### config.mk
export PLATFORM = sky130hd
export DESIGN_NAME = sd_residue_accumulator
export DESIGN_NICKNAME = d
export VERILOG_FILES = /design/src/rtl/sd_residue_accumulator.sv
export SDC_FILE = /design/constraint.sdc
export NUM_CORES = 1
export LEC_CHECK = 0
export CELL_PAD_IN_SITES_DETAIL_PLACEMENT = 1
export CELL_PAD_IN_SITES_GLOBAL_PLACEMENT = 2
export CORE_MARGIN = 2
export CORE_UTILIZATION = 34
export CTS_CLUSTER_SIZE = 28
export DETAILED_ROUTE_END_ITERATION = 8
export DONT_BUFFER_PORTS = 1
export GPL_ROUTABILITY_DRIVEN = 0
export PLACE_DENSITY = 0.76
export SYNTH_ARGS = -nofsm -noshare
export SYNTH_HDL_FRONTEND = slang
export SYNTH_SLANG_ARGS = --single-unit
### constraint.sdc
create_clock -name clk -period 2.1 [get_ports clk]
set_input_delay 0.315 -clock clk [delete_from_list [all_inputs] [get_ports clk]]
set_output_delay 0.315 -clock clk [all_outputs]
set_load 0.1 [all_outputs]
### src/rtl/sd_residue_accumulator.sv
`default_nettype none
// ============================================================================
// Module   : sd_residue_accumulator
// Brief    : Pipelined borrow-save (signed-digit) residue accumulator with an
//            optional doubling recurrence and a start/valid/done sequencer.
// Revision : 1.0 - initial release
// ============================================================================
module sd_residue_accumulator #(
    parameter int BITS     = 4,
    parameter int DELAY    = 5,
    parameter int SHIFT_EN = 1,
    parameter int DIGITS   = 8,
    localparam int c_res_w = BITS + DELAY,
    localparam int c_cnt_w = $clog2(DIGITS + 1)
) (
    input  logic               clk,
    input  logic               reset,
    input  logic               start,
    input  logic               in_valid,
    output logic               in_ready,
    input  logic [BITS-1:0]    x_plus,
    input  logic [BITS-1:0]    x_minus,
    input  logic [BITS-1:0]    y_plus,
    input  logic [BITS-1:0]    y_minus,
    input  logic [1:0]         cin_x,
    input  logic [1:0]         cin_y,
    output logic [c_res_w-1:0] res_plus,
    output logic [c_res_w-1:0] res_minus,
    output logic               out_valid,
    output logic               done,
    output logic               busy,
    output logic [c_cnt_w-1:0] digit_cnt
);

    // Two extra digits so X+Y plus both carry-ins is held exactly.
    localparam int c_s1_w = BITS + 2;

    localparam logic [1:0] c_s_idle  = 2'd0;
    localparam logic [1:0] c_s_run   = 2'd1;
    localparam logic [1:0] c_s_drain = 2'd2;

    logic [1:0]          r_state;
    logic [1:0]          w_state_nxt;
    logic                r_s1_valid;
    logic [c_s1_w-1:0]   r_s1_plus;
    logic [c_s1_w-1:0]   r_s1_minus;
    logic [c_res_w-1:0]  r_res_plus;
    logic [c_res_w-1:0]  r_res_minus;
    logic [c_cnt_w-1:0]  r_cnt;
    logic                r_out_valid;
    logic                r_done;

    logic                w_accept;
    logic                w_start;
    logic [c_s1_w-1:0]   w_s1_plus;
    logic [c_s1_w-1:0]   w_s1_minus;
    logic [c_res_w-1:0]  w_b_plus;
    logic [c_res_w-1:0]  w_b_minus;
    logic [c_res_w-1:0]  w_a_plus;
    logic [c_res_w-1:0]  w_a_minus;
    logic [c_res_w-1:0]  w_l1_sum;
    logic [c_res_w-2:0]  w_l1_cry;
    logic [c_res_w-1:0]  w_l1_cin;
    logic [c_res_w-1:0]  w_l2_sum;
    logic [c_res_w-2:0]  w_l2_cry;
    logic [c_res_w-1:0]  w_sum_plus;
    logic [c_res_w-1:0]  w_sum_minus;

    assign in_ready  = (r_state == c_s_run);
    assign busy      = (r_state != c_s_idle);
    assign w_accept  = in_valid & (r_state == c_s_run);
    assign w_start   = start & (r_state == c_s_idle);
    assign res_plus  = r_res_plus;
    assign res_minus = r_res_minus;
    assign out_valid = r_out_valid;
    assign done      = r_done;
    assign digit_cnt = r_cnt;

    // Stage 1 sums plus and minus halves separately; this is off the feedback path.
    assign w_s1_plus  = {2'b00, x_plus} + {2'b00, y_plus}
                      + c_s1_w'(cin_x[1]) + c_s1_w'(cin_y[1]);
    assign w_s1_minus = {2'b00, x_minus} + {2'b00, y_minus}
                      + c_s1_w'(cin_x[0]) + c_s1_w'(cin_y[0]);

    generate
        if (c_res_w > c_s1_w) begin : g_ext_wide
            assign w_b_plus  = {{(c_res_w - c_s1_w){1'b0}}, r_s1_plus};
            assign w_b_minus = {{(c_res_w - c_s1_w){1'b0}}, r_s1_minus};
        end else if (c_res_w == c_s1_w) begin : g_ext_equal
            assign w_b_plus  = r_s1_plus;
            assign w_b_minus = r_s1_minus;
        end else begin : g_ext_narrow
            assign w_b_plus  = r_s1_plus[c_res_w-1:0];
            assign w_b_minus = r_s1_minus[c_res_w-1:0];
        end
    endgenerate

    // Carry-free SD add: A+ + B+ + ~A- + ~B- + 2 through two 3:2 layers.
    // One of the +1s enters layer 2's carry LSB, the other comes from
    // representing the final carry vector c as minus = ~(c<<1).
    always_comb begin
        if (SHIFT_EN != 0) begin
            w_a_plus  = {r_res_plus[c_res_w-2:0], 1'b0};
            w_a_minus = {r_res_minus[c_res_w-2:0], 1'b0};
        end else begin
            w_a_plus  = r_res_plus;
            w_a_minus = r_res_minus;
        end
        w_l1_sum    = w_a_plus ^ w_b_plus ^ ~w_a_minus;
        w_l1_cry    = (w_a_plus[c_res_w-2:0] & w_b_plus[c_res_w-2:0])
                    | (w_a_plus[c_res_w-2:0] & ~w_a_minus[c_res_w-2:0])
                    | (w_b_plus[c_res_w-2:0] & ~w_a_minus[c_res_w-2:0]);
        w_l1_cin    = {w_l1_cry, 1'b1};
        w_l2_sum    = w_l1_sum ^ w_l1_cin ^ ~w_b_minus;
        w_l2_cry    = (w_l1_sum[c_res_w-2:0] & w_l1_cin[c_res_w-2:0])
                    | (w_l1_sum[c_res_w-2:0] & ~w_b_minus[c_res_w-2:0])
                    | (w_l1_cin[c_res_w-2:0] & ~w_b_minus[c_res_w-2:0]);
        w_sum_plus  = w_l2_sum;
        w_sum_minus = ~{w_l2_cry, 1'b0};
    end

    always_comb begin
        w_state_nxt = r_state;
        case (r_state)
            c_s_idle: begin
                if (start) w_state_nxt = c_s_run;
            end
            c_s_run: begin
                if (w_accept && (r_cnt == c_cnt_w'(DIGITS - 1))) w_state_nxt = c_s_drain;
            end
            c_s_drain: begin
                if (r_done) w_state_nxt = c_s_idle;
            end
            default: w_state_nxt = c_s_idle;
        endcase
    end

    always_ff @(posedge clk) begin
        if (reset) begin
            r_state     <= c_s_idle;
            r_s1_valid  <= 1'b0;
            r_s1_plus   <= '0;
            r_s1_minus  <= '0;
            r_res_plus  <= '0;
            r_res_minus <= '0;
            r_cnt       <= '0;
            r_out_valid <= 1'b0;
            r_done      <= 1'b0;
        end else begin
            r_state     <= w_state_nxt;
            r_s1_valid  <= w_accept;
            r_out_valid <= r_s1_valid;
            // Only the final beat can occupy stage 1 while draining.
            r_done      <= r_s1_valid & (r_state == c_s_drain);
            if (w_accept) begin
                r_s1_plus  <= w_s1_plus;
                r_s1_minus <= w_s1_minus;
            end
            if (w_start) begin
                r_res_plus  <= '0;
                r_res_minus <= '0;
                r_cnt       <= '0;
            end else begin
                if (r_s1_valid) begin
                    r_res_plus  <= w_sum_plus;
                    r_res_minus <= w_sum_minus;
                end
                if (w_accept) r_cnt <= r_cnt + 1'b1;
            end
        end
    end

endmodule
`default_nettype wire

==> out/qor.tcl, run 1 <==
set qor(run_status) {finished, final reports clean}
set qor(postSynth.asyncResetShare_pct) 0
set qor(number_of_antenna_violations_at_the_first_check_in_global_routing) 0
set qor(crit_path_end_kind) {register}
set qor(cp_slowest_stage_delay_ns) 0.52
set qor(finalPower_mw) 1.70
set qor(cts.clk_slew.worst_paths_ns) 0.08
set qor(comb_power_share_pct) 20.9
set qor(type_of_the_worst_setup_path) {in -> reg}
set qor(worstMarginPinSlew_ns) 0.326
set qor(placed_cell_area_um2) 2480
set qor(drcViolationCount) 0
set qor(pwr-share-seq_pct) 45.7
set qor(worst_slew_margin_rel_pct) 78.2
set qor(period_needed_ns) 1.85
set qor(fin_setup_tns_ns) 0
set qor(grt_pass1_vias) 1607
set qor(stdcell_area_um2) 2580
set qor(max_freq_mhz) 541
set qor(core.rowCount) 29
set qor(clock_power_share_pct) 33.4
set qor(floorplan.core_area_um2) 6310
set qor(detailedPlace.worstSlack_ns) -0.0910
set qor(syn_nets) 289
set qor(post_cts.resized_instances) 0
set qor(track_usage_pct) 13.5
set qor(layout.cells.most_common) {sky130_fd_sc_hd__inv_1}
set qor(count_of_inserted_antenna_diode_cells) 0
set qor(cpMaxStageDelayCell) {sky130_fd_sc_hd__fa_1}
set qor(syn-cell-area_um2) 2210
set qor(postCtsHoldBufs) 0
set qor(synth-warning-count) 0
set qor(power_switching_mw) 0.509
set qor(final_layout_size_suffix_gt1_share_pct) 19.7
set qor(class_of_the_most_critical_hold_timing_path) {in -> reg}
set qor(detailroute.via_count) 1615
set qor(ys_seq_area_share_pct) 35.3
set qor(final-hold-violation-count) 0
set qor(timing.critical_path.arrival_ns) 2.03
set qor(final_util_pct) 40.9
set qor(synthCells) 231
set qor(synth_top_flop_cell) {sky130_fd_sc_hd__dfxtp_1}
set qor(intPower_mw) 1.19
set qor(numPlacedInstances) 328
set qor(start_util_pct) 35.0
set qor(power.static_leakage_nw) 1.09
set qor(io_pins) 50
set qor(powerDensity_nw_per_um2) 659
set qor(final-instance-count-excl-fill) 336
set qor(cp_required_ns) 2.28
set qor(mostFrequentLayoutCells) {sky130_fd_sc_hd__inv_1 (33), sky130_fd_sc_hd__buf_4 (31), sky130_fd_sc_hd__dfxtp_1 (30)}
set qor(drt_first_pass_iters) 4
set qor(postCtsSetupBuffers) 0
set qor(edff_count_synth) 0
set qor(die_height_um) 84.6
set qor(grt_start_max_net_pins) 27
set qor(numCtsBuffers) 5
set qor(cts_tree) {yes}
set qor(max_capacitance_violation_count) 0
set qor(worst_path_most_repeated_cell) {sky130_fd_sc_hd__fa_1}
set qor(clock_sink_count) 39
set qor(dieArea_um2) 7160
set qor(clk-insertion-delay-late_ns) 0.29
set qor(worst_clock_skew_ns) 0.00540
set qor(fill_cells) 727
set qor(die_w_um) 84.6
set qor(min_period_over_period_pct) 88.1
set qor(hpwlAfterDp_um) 3560
set qor(switching_share_pct) 29.9
set qor(finalMaxSlewViolations) 0
set qor(synthesized_flop_and_latch_total) 39
set qor(portBuffers) 0
set qor(area_growth_pct) 16.8
set qor(design.final.nets) 316
set qor(max-vdd-ir-drop_uv) 321
set qor(cts-htree-levels) 2
set qor(timing.critical_path.fanout_max) 2
set qor(grt-ovfl-total) 0
set qor(fin_hold_ws_ns) 0.0788
set qor(total_wire_length_um) 4570
set qor(library_cell_used_as_clock_root_buffer) {sky130_fd_sc_hd__clkbuf_8}
set qor(worstPathCellList) {fa_1 > ha_1 > inv_1 > fa_1 > nand2b_1 > a21oi_1 > mux2i_1 > o31ai_1}
set qor(grt_first_pass_wirelength_um) 7600
set qor(setup.worst_path.start_class) {primary input}
set qor(finalSetupViolations) 0
set qor(ant_nets) 0
set qor(viasPerCell) 4.81
set qor(post_drt_wl_per_cell_um) 13.6
set qor(grt_setup_unrepaired) {no}
set qor(clock_tree.buffer_depth) 2
set qor(setup_ws_ns) 0.250
set qor(drt-initial-drc-count) 39
set qor(synth_area_per_cell_um2) 9.57
set qor(yosys.cell_types.count) 34
[cells in the mapped netlist (all sizes together) (3+ instances only)]
cell type / number / share of area (%)
ha: 20 / 11
xnor2: 3 / 1.2
nand2: 15 / 2.5
nand3: 3 / 0.68
xor2: 3 / 1.2
and3b: 3 / 1.2
dfxtp: 39 / 35
nor2b: 4 / 1.1
nor2: 29 / 4.9
a211oi: 10 / 3.6
buf: 9 / 3.1
mux2i: 10 / 4.5
o31ai: 3 / 1.0
inv: 33 / 5.6
a21oi: 11 / 2.5
fa: 14 / 13
[final timing paths]
path / startpoint / end / cells past startpoint / slack, ns
worst max-delay path: x_minus[0] / r_s1_minus[4]$_SDFFE_PP0P_ / 8 / 0.25
worst min-delay path: reset / r_s1_plus[1]$_SDFFE_PP0P_ / 1 / 0.08
worst max register to register: res_plus[1]$_SDFFE_PP0P_ / res_plus[2]$_SDFFE_PP0P_ / 6 / 0.34
worst min register to register: r_s1_minus[2]$_SDFFE_PP0P_ / r_s1_minus[2]$_SDFFE_PP0P_ / 2 / 0.46
[power by group through the flow]
stage / Clock, mW / Sequential [mW] / Combinational [mW]
CTS: 0.594 / 0.778 / 0.364
global placement: 0 / 0.795 / 0.356
detailed placement: 0 / 0.796 / 0.361
finish: 0.568 / 0.778 / 0.356
global route: 0.628 / 0.781 / 0.399
floorplan: 0 / 0.849 / 0.232
[cell type report]
type	count	area (µm²)	share of cell area, %
multi-input combinational	148	1230	47.7
timing repair buffer	31	233	9.02
clock inverter	1	7.51	0.291
clock buffer	7	96.3	3.73
inverter	33	124	4.80
sequential	39	792	30.7
tap	77	96.3	3.73
[state kept, by name, indices dropped and copies added, names as in the netlist]
| register | count |
|---|---|
| r_s1_plus | 6 |
| res_plus | 9 |
| r_state | 2 |
| digit_cnt | 4 |
| done | 1 |
| r_s1_minus | 6 |
| r_s1_valid | 1 |
| out_valid | 1 |
| res_minus | 9 |
[kinds of logic (layout without fill, tap and decap cells)]
kind of cell | count (synthesis) | after routing | share of synthesized area [%]
buffers and inverters | 44 | 72 | 9.05
and+or+nand+nor | 65 | 65 | 14.4
muxes | 10 | 10 | 4.53
adders and majority gates | 34 | 34 | 24.0
xor gates and xnor gates | 6 | 6 | 2.38
AOI/OAI and AO/OA | 33 | 33 | 10.3
DFF | 39 | 39 | 35.3
[routing by layer]
metal,vias to the layer above,wire (µm),part of all wire (%),global-route usage [%]
met1,758,2190,48,17.7
met3,8,226,4.9,3.93
met2,35,2070,45,20.7
met4,0,88,1.9,5.63
li1,814,-,-,-
met5,-,0,0,0
[critical path: cells and delay by family]
family | cells | cell delay, ns
AND/OR/NAND/NOR | 1 | 0.17
multiplexers | 1 | 0.20
adder cells (fa/ha/maj) | 3 | 1.05
buffers and inverters | 1 | 0.06
AO/OA/AOI/OAI | 2 | 0.24
Power figures use the tool's default switching activity.
==> run 2: changes to the inputs <==
--- a/config.mk
+++ b/config.mk
@@ -5,15 +5,17 @@
 export SDC_FILE = /design/constraint.sdc
 export NUM_CORES = 1
 export LEC_CHECK = 0
+export ABC_AREA = 1
 export CELL_PAD_IN_SITES_DETAIL_PLACEMENT = 1
 export CELL_PAD_IN_SITES_GLOBAL_PLACEMENT = 2
 export CORE_MARGIN = 2
-export CORE_UTILIZATION = 34
+export CORE_UTILIZATION = 32
 export CTS_CLUSTER_SIZE = 28
 export DETAILED_ROUTE_END_ITERATION = 8
 export DONT_BUFFER_PORTS = 1
 export GPL_ROUTABILITY_DRIVEN = 0
 export PLACE_DENSITY = 0.76
+export SKIP_LAST_GASP = 1
 export SYNTH_ARGS = -nofsm -noshare
 export SYNTH_HDL_FRONTEND = slang
 export SYNTH_SLANG_ARGS = --single-unit
==> run 2 against run 1 <==
  * Die area rose by 9.3%
  * Via count rose by 18%
  * Flip-flop and latch count did not move
  * Design area rose by 3.6%
  * Worst hold slack improved by 0.0060 ns
  * Sequential share of layout area fell by 0.59 points
  * Register-to-register slack got worse by 0.07 ns
  * Total power fell by 6.8%
  * Clock skew fell by 0.00072 ns
  * Critical path type is now reg -> reg
==> out/qor.tcl, run 2 <==
set qor(max-vdd-ir-drop_uv) 245
set qor(yosys.area_share.adder_pct) 23.2
set qor(setup.worst_path.start_class) {register}
set qor(switching_share_pct) 30.7
set qor(synth_top_flop_cell) {sky130_fd_sc_hd__dfxtp_1}
set qor(synth_mux_area_share_pct) 0
set qor(clk-insertion-delay-late_ns) 0.29
set qor(synth_simple_gate_area_share_pct) 20.3
set qor(cts-htree-levels) 2
set qor(grt-ovfl-total) 0
set qor(io_pins) 50
set qor(synth_top_area_share_pct) 34.2
set qor(ant_nets) 0
set qor(timing.critical_path.arrival_ns) 2.04
set qor(worst_slew_margin_rel_pct) 76.7
set qor(min_period_over_period_pct) 87.0
set qor(finalMaxSlewViolations) 0
set qor(period_needed_ns) 1.83
set qor(clock_power_share_pct) 30.7
set qor(detailedPlace.worstSlack_ns) 0.0336
set qor(cp_slowest_stage_delay_ns) 0.53
set qor(design.final.nets) 376
set qor(grt_start_max_net_pins) 24
set qor(final-hold-violation-count) 0
set qor(numCtsBuffers) 5
set qor(grt_pass1_vias) 1972
set qor(synth_top_cell_by_area) {sky130_fd_sc_hd__dfxtp_1}
set qor(yosys.cell_types.count) 23
set qor(type_of_the_worst_setup_path) {reg -> reg}
set qor(count_of_inserted_antenna_diode_cells) 0
set qor(max_freq_mhz) 547
set qor(floorplan.core_area_um2) 6870
set qor(final-instance-count-excl-fill) 415
set qor(finalSetupViolations) 0
set qor(total_wire_length_um) 5230
set qor(max_capacitance_violation_count) 0
set qor(final_util_pct) 38.9
set qor(detailroute.via_count) 1906
set qor(numPlacedInstances) 407
set qor(powerDensity_nw_per_um2) 593
set qor(synth_area_per_cell_um2) 7.88
set qor(start_util_pct) 33.3
set qor(placed_cell_area_um2) 2590
set qor(postSynth.asyncResetShare_pct) 0
set qor(grt_first_pass_wirelength_um) 8930
set qor(synth-xor-area-share_pct) 1.15
set qor(core.rowCount) 30
set qor(post_drt_wl_per_cell_um) 12.6
set qor(edff_count_synth) 0
set qor(layout.cells.most_common) {sky130_fd_sc_hd__nand2_1}
set qor(setup_ws_ns) 0.272
set qor(drcViolationCount) 0
set qor(cts.clk_slew.worst_paths_ns) 0.07
set qor(synth-warning-count) 0
set qor(postCtsSetupBuffers) 0
set qor(timing.critical_path.fanout_max) 2
set qor(power_switching_mw) 0.487
set qor(grt_setup_unrepaired) {no}
set qor(postCtsHoldBufs) 0
set qor(die_w_um) 88.5
set qor(dieArea_um2) 7830
set qor(portBuffers) 0
set qor(post-synth-top-count-cell) {sky130_fd_sc_hd__nand2_1}
set qor(synthesized_flop_and_latch_total) 39
set qor(crit_path_end_kind) {register}
set qor(synth_compound_gate_area_share_pct) 9.91
set qor(mostFrequentLayoutCells) {sky130_fd_sc_hd__nand2_1 (59), sky130_fd_sc_hd__inv_1 (51), sky130_fd_sc_hd__a21oi_1 (34)}
set qor(pwr-share-seq_pct) 48.4
set qor(worst_hold_launch) {reset}
set qor(fill_cells) 869
set qor(regToRegStartpoint) {res_plus[1]$_SDFFE_PP0P_}
set qor(ys_seq_area_share_pct) 34.2
set qor(drt_first_pass_iters) 4
set qor(track_usage_pct) 14.5
set qor(viasPerCell) 4.59
set qor(cpMaxStageDelayCell) {sky130_fd_sc_hd__fa_1}
set qor(stdcell_area_um2) 2670
set qor(cp_required_ns) 2.32
set qor(library_cell_used_as_clock_root_buffer) {sky130_fd_sc_hd__clkbuf_8}
set qor(clock_sink_count) 39
set qor(drt-initial-drc-count) 69
set qor(syn_nets) 348
set qor(cp-startpoint) {res_plus[1]$_SDFFE_PP0P_}
set qor(netlist_top_cells_area) {sky130_fd_sc_hd__dfxtp_1 (34%), sky130_fd_sc_hd__fa_1 (12%), sky130_fd_sc_hd__ha_1 (11%), sky130_fd_sc_hd__nand2_1 (9.7%), sky130_fd_sc_hd__inv_1 (8.4%)}
set qor(class_of_the_most_critical_hold_timing_path) {in -> reg}
set qor(synth.top_cells.by_count) {sky130_fd_sc_hd__nand2_1 (59), sky130_fd_sc_hd__inv_1 (51), sky130_fd_sc_hd__dfxtp_1 (39)}
set qor(power.static_leakage_nw) 1.19
set qor(clock_tree.buffer_depth) 2
set qor(area_growth_pct) 17.0
set qor(synthCells) 290
set qor(die_height_um) 88.5
set qor(syn-cell-area_um2) 2280
set qor(finalPower_mw) 1.59
set qor(post_cts.resized_instances) 0
set qor(multi_input_area_um2) 1250
set qor(synth_top_family_by_area) {adder cells}
set qor(hpwlAfterDp_um) 4170
set qor(worstPathCellList) {inv_1 > fa_1 > inv_1 > fa_1 > or2_2 > a21oi_1}
set qor(storage_cell_area_um2) 805
set qor(run_status) {finished, final reports clean}
set qor(intPower_mw) 1.10
set qor(comb_power_share_pct) 20.9
set qor(cts_tree) {yes}
set qor(number_of_antenna_violations_at_the_first_check_in_global_routing) 0
set qor(worst_clock_skew_ns) 0.00468
set qor(final_layout_size_suffix_gt1_share_pct) 16.6
set qor(worstMarginPinSlew_ns) 0.349
## run 2: cell type report
type | count | area share, %
clock buffer | 7 | 2.85
clock inverter | 1 | 0.187
inverter | 53 | 7.53
multi-input combinational | 190 | 46.7
sequential | 39 | 30.1
tap | 96 | 4.49
timing repair buffer | 29 | 8.14
## run 2: power by group through the flow
stage / sequential, mW / clock, mW / combinational, mW
floorplan: 0.816 / 0 / 0.230
global placement: 0.784 / 0 / 0.331
detailed placement: 0.785 / 0 / 0.338
CTS: 0.767 / 0.510 / 0.340
global route: 0.769 / 0.535 / 0.387
finish: 0.767 / 0.487 / 0.332
## run 2: worst max-delay path, delay by kind of cell (launching register included)
kind                     cells  cell delay, ns
adder cells (fa/ha/maj)      2            0.90
AO/OA/AOI/OAI                1            0.13
AND/OR/NAND/NOR              1            0.29
buffers and inverters        2            0.11
flip-flops                   1            0.33
## run 2: per-stage QoR
step                      hold slack, ns  setup TNS, ns
after floorplan                    0.444         -0.107
after global placement             0.387              0
after detailed placement           0.389              0
after CTS                         0.0758              0
after global routing              0.0708              0
final                             0.0848              0
## run 2: worst paths after layout
kind	to	slack (ns)	cells past startpoint
setup / recovery	res_minus[3]$_SDFFE_PP0P_	0.27	6
hold / removal	r_state[1]$_SDFFE_PP0P_	0.08	1
setup reg to reg	res_minus[3]$_SDFFE_PP0P_	0.27	6
hold reg to reg	res_minus[7]$_SDFFE_PP0P_	0.47	2
## run 2: layer usage
| metal | vias up | GRT usage [%] | part of all wire (%) | wire [µm] |
|---|---|---|---|---|
| met2 | 35 | 26.8 | 51 | 2670 |
| met4 | 0 | 2.89 | 0.92 | 48 |
| li1 | 955 | - | - | - |
| met1 | 910 | 17.1 | 44 | 2300 |
| met5 | - | 0 | 0 | 0 |
| met3 | 6 | 3.36 | 4.0 | 209 |
## run 2: kinds of logic after synthesis
kind of cell / count (synthesis)
AO/OA/AOI/OAI: 45
flip-flops: 39
buffers and inverters: 61
AND/OR/NAND/NOR: 108
adder cells (fa/ha/maj): 34
XOR/XNOR: 3
